<file path="src/rtl/alu_pkg.sv">
// rtl/alu_pkg.sv - opcodes and FSM state encoding shared by the sequential ALU
package alu_pkg;

    localparam logic [2:0] OP_ADD = 3'b000;
    localparam logic [2:0] OP_SUB = 3'b001;
    localparam logic [2:0] OP_AND = 3'b010;
    localparam logic [2:0] OP_OR  = 3'b011;
    localparam logic [2:0] OP_NOT = 3'b100;
    localparam logic [2:0] OP_XOR = 3'b101;
    localparam logic [2:0] OP_MUL = 3'b110;
    localparam logic [2:0] OP_SLT = 3'b111;

    typedef enum logic [1:0] {
        ST_IDLE = 2'd0,
        ST_MUL  = 2'd1,
        ST_HOLD = 2'd2
    } state_e;

endpackage

</file>
<file path="src/rtl/alu_mul_seq.sv">
// rtl/alu_mul_seq.sv - shift-add unsigned multiplier, one partial product per clock
module alu_mul_seq #(
    parameter int WIDTH = 4
) (
    input  logic                 clk,
    input  logic                 rst_n,
    input  logic                 start_i,
    input  logic [WIDTH-1:0]     a_i,
    input  logic [WIDTH-1:0]     b_i,
    output logic                 done_o,
    output logic [2*WIDTH-1:0]   product_o
);
    localparam int CW = $clog2(WIDTH + 1);

    logic [2*WIDTH-1:0] mcand_q;
    logic [2*WIDTH-1:0] acc_q;
    logic [2*WIDTH-1:0] acc_d;
    logic [WIDTH-1:0]   mplier_q;
    logic [CW-1:0]      cnt_q;
    logic               run_q;

    // The final partial sum is exposed combinationally so the caller can
    // capture it on the same edge as the last iteration.
    assign acc_d     = acc_q + (mplier_q[0] ? mcand_q : '0);
    assign done_o    = run_q && (cnt_q == CW'(WIDTH - 1));
    assign product_o = acc_d;

    always_ff @(posedge clk or negedge rst_n) begin
        if (!rst_n) begin
            mcand_q  <= '0;
            acc_q    <= '0;
            mplier_q <= '0;
            cnt_q    <= '0;
            run_q    <= 1'b0;
        end else if (start_i) begin
            mcand_q  <= {{WIDTH{1'b0}}, a_i};
            acc_q    <= '0;
            mplier_q <= b_i;
            cnt_q    <= '0;
            run_q    <= 1'b1;
        end else if (run_q) begin
            acc_q    <= acc_d;
            mcand_q  <= mcand_q << 1;
            mplier_q <= mplier_q >> 1;
            cnt_q    <= cnt_q + CW'(1);
            run_q    <= !done_o;
        end
    end

endmodule

</file>
<file path="src/rtl/alu_seq.sv">
// rtl/alu_seq.sv - registered ALU with valid/ready handshake, flags and sequential multiply
module alu_seq
    import alu_pkg::*;
#(
    parameter int WIDTH = 4
) (
    input  logic             clk,
    input  logic             rst_n,
    input  logic             in_valid,
    output logic             in_ready,
    input  logic [WIDTH-1:0] A,
    input  logic [WIDTH-1:0] B,
    input  logic [2:0]       sel,
    output logic             out_valid,
    input  logic             out_ready,
    output logic [WIDTH-1:0] result,
    output logic             carry,
    output logic             overflow,
    output logic             zero,
    output logic             negative,
    output logic             busy
);
    state_e             state_q, state_d;
    logic               accept, is_mul, mul_start, mul_done, mul_hi;
    logic [2*WIDTH-1:0] mul_prod;
    logic [WIDTH:0]     sum_ext, diff_ext;
    logic [WIDTH-1:0]   alu_res;
    logic               alu_c, alu_v;
    logic [WIDTH-1:0]   result_q, result_d;
    logic               carry_q, carry_d, ovf_q, ovf_d, zero_q, neg_q, load;

    assign accept    = in_valid & in_ready;
    assign is_mul    = (sel == OP_MUL);
    assign mul_start = accept & is_mul;
    assign mul_hi    = |mul_prod[2*WIDTH-1:WIDTH];

    alu_mul_seq #(.WIDTH(WIDTH)) u_mul (
        .clk       (clk),
        .rst_n     (rst_n),
        .start_i   (mul_start),
        .a_i       (A),
        .b_i       (B),
        .done_o    (mul_done),
        .product_o (mul_prod)
    );

    always_ff @(posedge clk or negedge rst_n) begin
        if (!rst_n) state_q <= ST_IDLE;
        else        state_q <= state_d;
    end

    always_comb begin
        state_d = state_q;
        case (state_q)
            ST_IDLE: if (accept) state_d = is_mul ? ST_MUL : ST_HOLD;
            ST_MUL:  if (mul_done) state_d = ST_HOLD;
            ST_HOLD: begin
                if (out_ready) begin
                    if (accept) state_d = is_mul ? ST_MUL : ST_HOLD;
                    else        state_d = ST_IDLE;
                end
            end
            default: state_d = ST_IDLE;
        endcase
    end

    // HOLD passes out_ready through so a new op can enter as the result leaves.
    always_comb begin
        in_ready  = 1'b0;
        busy      = 1'b0;
        out_valid = 1'b0;
        case (state_q)
            ST_IDLE: in_ready = rst_n;
            ST_MUL:  busy = 1'b1;
            ST_HOLD: begin
                out_valid = 1'b1;
                in_ready  = out_ready;
            end
            default: ;
        endcase
    end

    assign sum_ext  = {1'b0, A} + {1'b0, B};
    assign diff_ext = {1'b0, A} - {1'b0, B};

    always_comb begin
        alu_res = '0;
        alu_c   = 1'b0;
        alu_v   = 1'b0;
        case (sel)
            OP_ADD: begin
                alu_res = sum_ext[WIDTH-1:0];
                alu_c   = sum_ext[WIDTH];
                alu_v   = (A[WIDTH-1] == B[WIDTH-1]) && (sum_ext[WIDTH-1] != A[WIDTH-1]);
            end
            OP_SUB: begin
                alu_res = diff_ext[WIDTH-1:0];
                alu_c   = ~diff_ext[WIDTH];
                alu_v   = (A[WIDTH-1] != B[WIDTH-1]) && (diff_ext[WIDTH-1] != A[WIDTH-1]);
            end
            OP_AND: alu_res = A & B;
            OP_OR:  alu_res = A | B;
            OP_NOT: alu_res = ~A;
            OP_XOR: alu_res = A ^ B;
            OP_SLT: alu_res = {{(WIDTH-1){1'b0}}, ($signed(A) < $signed(B))};
            default: ;
        endcase
    end

    always_comb begin
        load     = 1'b0;
        result_d = alu_res;
        carry_d  = alu_c;
        ovf_d    = alu_v;
        if (mul_done) begin
            load     = 1'b1;
            result_d = mul_prod[WIDTH-1:0];
            carry_d  = mul_hi;
            ovf_d    = mul_hi;
        end else if (accept && !is_mul) begin
            load = 1'b1;
        end
    end

    // zero/negative are registered so they read 0 out of reset like the other flags.
    always_ff @(posedge clk or negedge rst_n) begin
        if (!rst_n) begin
            result_q <= '0;
            carry_q  <= 1'b0;
            ovf_q    <= 1'b0;
            zero_q   <= 1'b0;
            neg_q    <= 1'b0;
        end else if (load) begin
            result_q <= result_d;
            carry_q  <= carry_d;
            ovf_q    <= ovf_d;
            zero_q   <= (result_d == '0);
            neg_q    <= result_d[WIDTH-1];
        end
    end

    assign result   = result_q;
    assign carry    = carry_q;
    assign overflow = ovf_q;
    assign zero     = zero_q;
    assign negative = neg_q;

endmodule

</file>
<file path="config.mk">
export PLATFORM = sky130hd
export DESIGN_NAME = alu_seq
export DESIGN_NICKNAME = d
export VERILOG_FILES = /design/src/rtl/alu_pkg.sv /design/src/rtl/alu_mul_seq.sv /design/src/rtl/alu_seq.sv
export SDC_FILE = /design/constraint.sdc
export NUM_CORES = 1
export LEC_CHECK = 0
export BUFFER_PORTS_ARGS = -buffer_cell sky130_fd_sc_hd__buf_2
export CAP_MARGIN = 20
export CORE_UTILIZATION = 28
export DETAILED_ROUTE_END_ITERATION = 8
export PLACE_DENSITY = 0.53
export SLEW_MARGIN = 40
export SYNTH_ARGS = -nofsm -noshare
export SYNTH_HDL_FRONTEND = slang
export SYNTH_SLANG_ARGS = --single-unit
</file>
<file path="constraint.sdc">
create_clock -name clk -period 2.25 [get_ports clk]
set_clock_uncertainty 0.05 [all_clocks]
set_input_delay 0 -clock clk [delete_from_list [all_inputs] [get_ports clk]]
set_output_delay 0 -clock clk [all_outputs]
set_load 0.02 [all_outputs]
</file>
# ---- Yosys cells after proc, flatten, opt, wreduce, memory -nomap -nowiden
# Cells that the tools add are included.
dict set report totals {
  output_inout_bits 11
  word_cells 80
  register_bits 34
  inputBits 15
}
dict set report op_classes {
  mux 28
  n_reduce_logical 12
  addsub 4
  bitwise 7
  eq_ne 17
  magnitude_cmp 1
}
# cell count
set op_table {}
lappend op_table {{8-bit two-way mux} 5}
lappend op_table {{4-bit one-hot mux with 7 select lines} 1}
lappend op_table {{3-bit == test (second input constant)} 4}
lappend op_table {{4-bit two-way mux} 3}
lappend op_table {{2-bit two-way mux} 5}
lappend op_table {{3-bit by 2-bit == test with 1-bit output (second input constant)} 3}
lappend op_table {{8-bit adder} 1}
lappend op_table {{1-bit two-way mux} 8}
lappend op_table {{3-bit two-way mux} 2}
lappend op_table {{1-bit one-hot mux with 2 select lines} 3}
lappend op_table {{2-bit one-hot mux with 3 select lines} 1}
lappend op_table {{4-bit by 4-bit adder with 5-bit output} 1}
lappend op_table {{4-bit by 4-bit subtractor with 5-bit output} 1}
lappend op_table {{4-bit bitwise AND} 1}
lappend op_table {{1-bit logical AND} 4}
lappend op_table {{4-bit zero test} 1}
lappend op_table {{4-bit < comparator} 1}
lappend op_table {{2-bit != test (second input constant)} 2}
lappend op_table {{4-bit NOT} 1}
lappend op_table {{4-bit OR} 1}
lappend op_table {{4-bit OR reduction} 1}
lappend op_table {{4-bit bitwise XOR} 1}
lappend op_table {{3-bit by 1-bit adder with 3-bit output (second input constant)} 1}
lappend op_table {{3-bit by 1-bit == test with 1-bit output (second input constant)} 1}
lappend op_table {{12 further kinds} 16}

# ---- Longest topological paths before layout
dict set report depth {
  ltp_word 6
  ltp_mapped 9
  ltp_nobuf 9
}

# ---- By module
# From an unflattened synthesis, not the netlist that was laid out.
dict set report hier_totals {
  cells_unflattened 281
  area_unflattened_um2 2509.9
}
# module instances area_per_inst_um2 cells_each
set modules_own_cells {}
lappend modules_own_cells {alu_mul_seq 1 1425.1 143}
lappend modules_own_cells {alu_seq 1 1084.8 138}

# ---- Worst setup path after synthesis
# Ideal clock, no wire load.
dict set report synth_timing {
  kind {reg-to-reg}
  from {register u_mul.mplier_q[0]}
  to {register carry_q, in the netlist carry}
  arrival_ns 2.082
  period_less_slack_ns 2.278
  required_ns 2.054
  path_stages_with_launch 10
  setup_ns 0.146
  setup_slack_ns -0.028
  path_cell_list {dfrtp_1 -> and2_1 -> ha_1 -> fa_1 -> a21o_1 -> a21oi_1 -> nand3b_1 -> nand3_1 -> nor3_1 -> a32oi_1}
}
dict set report synth_via {
  elab_chain_cells 4
}
# element line_no
set synth_rtl {}
lappend synth_rtl {{start: declaration} alu_mul_seq.sv:18} ;# logic [WIDTH-1:0] mplier_q;
lappend synth_rtl {{start signal: assignment} alu_mul_seq.sv:38} ;# mplier_q <= b_i;
lappend synth_rtl {{start signal: assignment} alu_mul_seq.sv:44} ;# mplier_q <= mplier_q >> 1;
lappend synth_rtl {{8-bit two-way mux} alu_mul_seq.sv:24} ;# assign acc_d = acc_q + (mplier_q[0] ? mcand_q : '0);
lappend synth_rtl {{8-bit adder} alu_mul_seq.sv:24}
lappend synth_rtl {{4-bit OR reduction} alu_seq.sv:35} ;# assign mul_hi = |mul_prod[2*WIDTH-1:WIDTH];
lappend synth_rtl {{1-bit two-way mux} alu_seq.sv:115} ;# if (mul_done) begin
lappend synth_rtl {{end signal: assignment} alu_seq.sv:135} ;# carry_q <= carry_d;
lappend synth_rtl {{end: declaration} alu_seq.sv:30} ;# logic carry_q, carry_d, ovf_q, ovf_d, zero_q, neg_q, load;
# No other way between the ends.
# A chain may end at the register's enable or synchronous reset.

# ---- Worst setup path in the final report
# Same ends and word-level chain as after synthesis.

==> flow_summary_export.csv <==
group,metric,value,unit
timing,maxSlewViolCount,0,
timing,finalHoldViolations,0,
power,power_density,983,mW/mm^2
min_path,min_path_cells,3,
clocking,cts.sinks,33,
clocking,cts.path.max_buffers,2,
setup_path,crit_fanout,3,
yosys,syn-cell-area,0.00247,mm^2
yosys,post_synth_most_frequent_cells,"dfrtp_1 (33), nor2_1 (27), ha_1 (21), inv_1 (21), mux2i_1 (19)",
yosys,post_synth_xor_xnor_area,0.0319,
yosys,synth_cell_types,55,
yosys,post_synth_edffs,0,
die,die_boundary_height,95.9,um
layout,flow.area_growth_from_synthesis,22.1,%
yosys,synth.most_common_cell,"dfrtp_1",
detailed_routing,drtAntennaViolNets,0,
die,die_width,95.9,um
clocking,cts_inserted_buffers,5,
timing,fin_ws,0.107,ns
detailed_routing,dr.pass1.iters,4,
setup_path,critical_path.cell_chain,"and2_1 > ha_2 > fa_2 > a21o_1 > a21oi_2 > buf_4 > xnor2_1 > nor3_4 > a32oi_1",
yosys,netlist_top_cells_area,"dfrtp_1 (33%), ha_1 (11%), mux2i_1 (7.7%), nor2_1 (4.1%), inv_1 (3.2%)",
yosys,share_of_yosys_cell_area_claimed_by_the_top_area_cell_type,0.335,
setup_path,required,2.35,ns
layout,layout.core_utilization,0.360,
yosys,cell_count_after_synthesis,267,
setup_path,regToRegSetupSlack,0.11,ns
timing,rsz0062_at_grt,"true",
detailed_routing,detail_route.wirelength,5620,um
yosys,synth-compound-area-share,0.173,
global_route,grt-ovfl-total,0,
clocking,cts_tree,"yes",
timing,final.min_clock_period,2.14,ns
yosys,number_of_nets_produced_by_synthesis,306,
clocking,clock_insertion_delay_worst_skew,0.28,ns
global_route,grtUsageTotal,0.139,
die,coreArea,0.00838,mm^2
setup_path,startpoint_class,"flip-flop",
placed_design,finalWeightedCongestion,0.860,
outcome,status,"finished clean",
yosys,yosys.area_share.adder,0.131,
die,pin_count,26,
layout,layout.nets,343,
yosys,async_flop_share,1.00,
yosys,ys_seq_elements,33,
yosys,synth_mux_area_frac,0.0907,
detailed_routing,drt_drc,0,
die,die_area,0.00920,mm^2
power,leakage_power_summed_over_all_cells,0.00142,uW
clocking,clock_tree.root_cell,"clkbuf_8",
yosys,synth_flop_cell,"dfrtp_1",
yosys,combinational_family_with_the_most_area_after_synthesis,"compound AO/OA/AOI/OAI gates",
die,initial_core_util,0.295,
global_route,grt_first_pass_wirelength,9810,um
yosys,syn-mean-instance-area,9.25,um^2
global_route,grt_antenna_before_repair,0,
detailed_routing,dr_total_vias,1968,
placed_design,numPortBuffers,25,
global_route,grt_max_degree,35,
placed_design,hpwlAfterDp,4110,um
job,maxCapViolations,0,
detailed_routing,drtIter0Drc,91,
timing,worst_slew_margin_rel,0.698,
setup_path,crit_slowest_cell,"dfrtp_1",
detailed_routing,drt-wirelength-per-cell,13.7,um
setup_path,timing.reg2reg.worst_path_depth,9,
timing,setup_viol,0,
yosys,synth_seq_area_share,0.335,
power,power.ir.vdd_worst,0.483,mV
setup_path,highest_cell_delay_on_the_worst_timing_path,0.38,ns
timing,fin_crit_sh,0.953,
placed_design,setup_ws_pre_cts,-0.0300,ns
yosys,synth_largest_area_cell,"dfrtp_1",
die,core.rowCount,33,
global_route,grt_pass1_vias,1982,
yosys,yosys_warnings,0,
detailed_routing,vias_per_cell,4.80,
setup_path,cp-end-kind,"flip-flop",
layout,num_antenna_cells,0,
clocking,depth_of_the_cts_h_tree,2,
yosys,synth-simple-area-share,0.172,
clocking,cts.reportedPaths.clkPinSlew,0.07,ns
timing,max_freq,467,MHz
setup_path,crit_arrival,2.24,ns
min_path,hold_path_class,"in2reg",
setup_path,timing.setup.critical_path_class,"reg2reg",
timing,timing_worst_slew_pin_value,0.453,ns
layout,drive_above_1_share,0.236,
[worst max-delay path: cells and delay by family (launching register included)]
family,cells,cell delay (ns)
AND/OR/NAND/NOR,2,0.36
adder cells (fa/ha/maj),2,0.52
XOR/XNOR,1,0.12
flip-flops,1,0.38
AO/OA/AOI/OAI,3,0.45
buffers and inverters,1,0.13
[cells by family after synthesis]
family | Yosys count
buf+inv | 37
xor+xnor | 9
fa+ha+maj | 24
mux | 22
flops | 33
compound gates | 61
simple gates | 81
[power breakdown]
part / total, uW / internal (uW) / leakage, uW / switching, uW
clock: 491 / 277 / 0.0000542 / 214
combinational: 1470 / 649 / 0.000944 / 818
sequential: 1000 / 838 / 0.000417 / 166
total: 2960 / 1760 / 0.00142 / 1200
[sequential cells by signal, indices dropped and copies added (netlist names)]
name,flops
state_q,2
u_mul.cnt_q,3
u_mul.run_q,1
result,4
u_mul.mcand_q,8
carry,1
u_mul.mplier_q,4
u_mul.acc_q,8
zero,1
overflow,1
[final timing paths]
kind / from / end
max: u_mul.mplier_q[0]$_DFFE_PN0P_ / carry$_DFFE_PN0P_
min: in_valid / state_q[1]$_DFFE_PN0P_
max reg2reg: u_mul.mplier_q[0]$_DFFE_PN0P_ / carry$_DFFE_PN0P_
min reg2reg: zero$_DFFE_PN0P_ / zero$_DFFE_PN0P_
max in group asynchronous: rst_n / u_mul.acc_q[3]$_DFFE_PN0P_
min in group asynchronous: rst_n / state_q[1]$_DFFE_PN0P_
[cell type report]
class,count,area (um^2)
Fill cell,870,5370
Multi-Input combinational cell,197,1570
Sequential cell,33,826
Timing Repair Buffer,44,298
Tap cell,105,131
Clock buffer,7,96.3
Inverter,23,86.3
Clock inverter,1,5.00
[repair_timing]
action | CTS | global route
hold buffers | 10 | 0
pin swaps | 1 | 5
setup endpoints to repair | 2 | 8
setup buffers | 0 | 2
hold endpoints to repair | 43 | 0
resized for setup | 0 | 19
[per-layer routing]
layer | vias up | global-route usage | part of all wire
met4 | 0 | 0.0299 | 0.0052
met1 | 928 | 0.187 | 0.50
met2 | 22 | 0.232 | 0.47
met5 | - | 0 | 0
li1 | 1016 | - | -
met3 | 2 | 0.0253 | 0.025
[layout by cell type (no fill, tap or decap), types with 7 or more instances in the layout]
| master | Yosys | layout |
|---|---|---|
| nor3_1 | 8 | 7 |
| inv_1 | 21 | 20 |
| buf_2 | 6 | 23 |
| mux2i_1 | 19 | 18 |
| dfrtp_1 | 33 | 33 |
| o21ai_0 | 7 | 7 |
| and2_1 | 8 | 8 |
| dlygate4sd3_1 | 0 | 10 |
| xnor2_1 | 8 | 8 |
| ha_1 | 21 | 16 |
| buf_4 | 5 | 10 |
| clkbuf_8 | 0 | 7 |
| nor2_1 | 27 | 27 |
| nand2_1 | 16 | 16 |
| o21ai_1 | 10 | 10 |
[through the flow]
step | std cells | setup TNS (ns) | instance area, um^2 | total power (uW) | hold WS (ns)
after floorplan | 267 | 0 | 2480 | 2030 | -0.346
after global placement | 391 | 0 | 2720 | 2360 | 0.0311
after detailed placement | 391 | -0.0469 | 2720 | 2380 | 0.0457
after CTS | 409 | 0 | 2920 | 2900 | 0.0967
after global routing | 410 | -0.00670 | 3010 | 3230 | 0.129
final | 410 | 0 | 3010 | 2960 | 0.107
(Power assumes the default switching activity.)
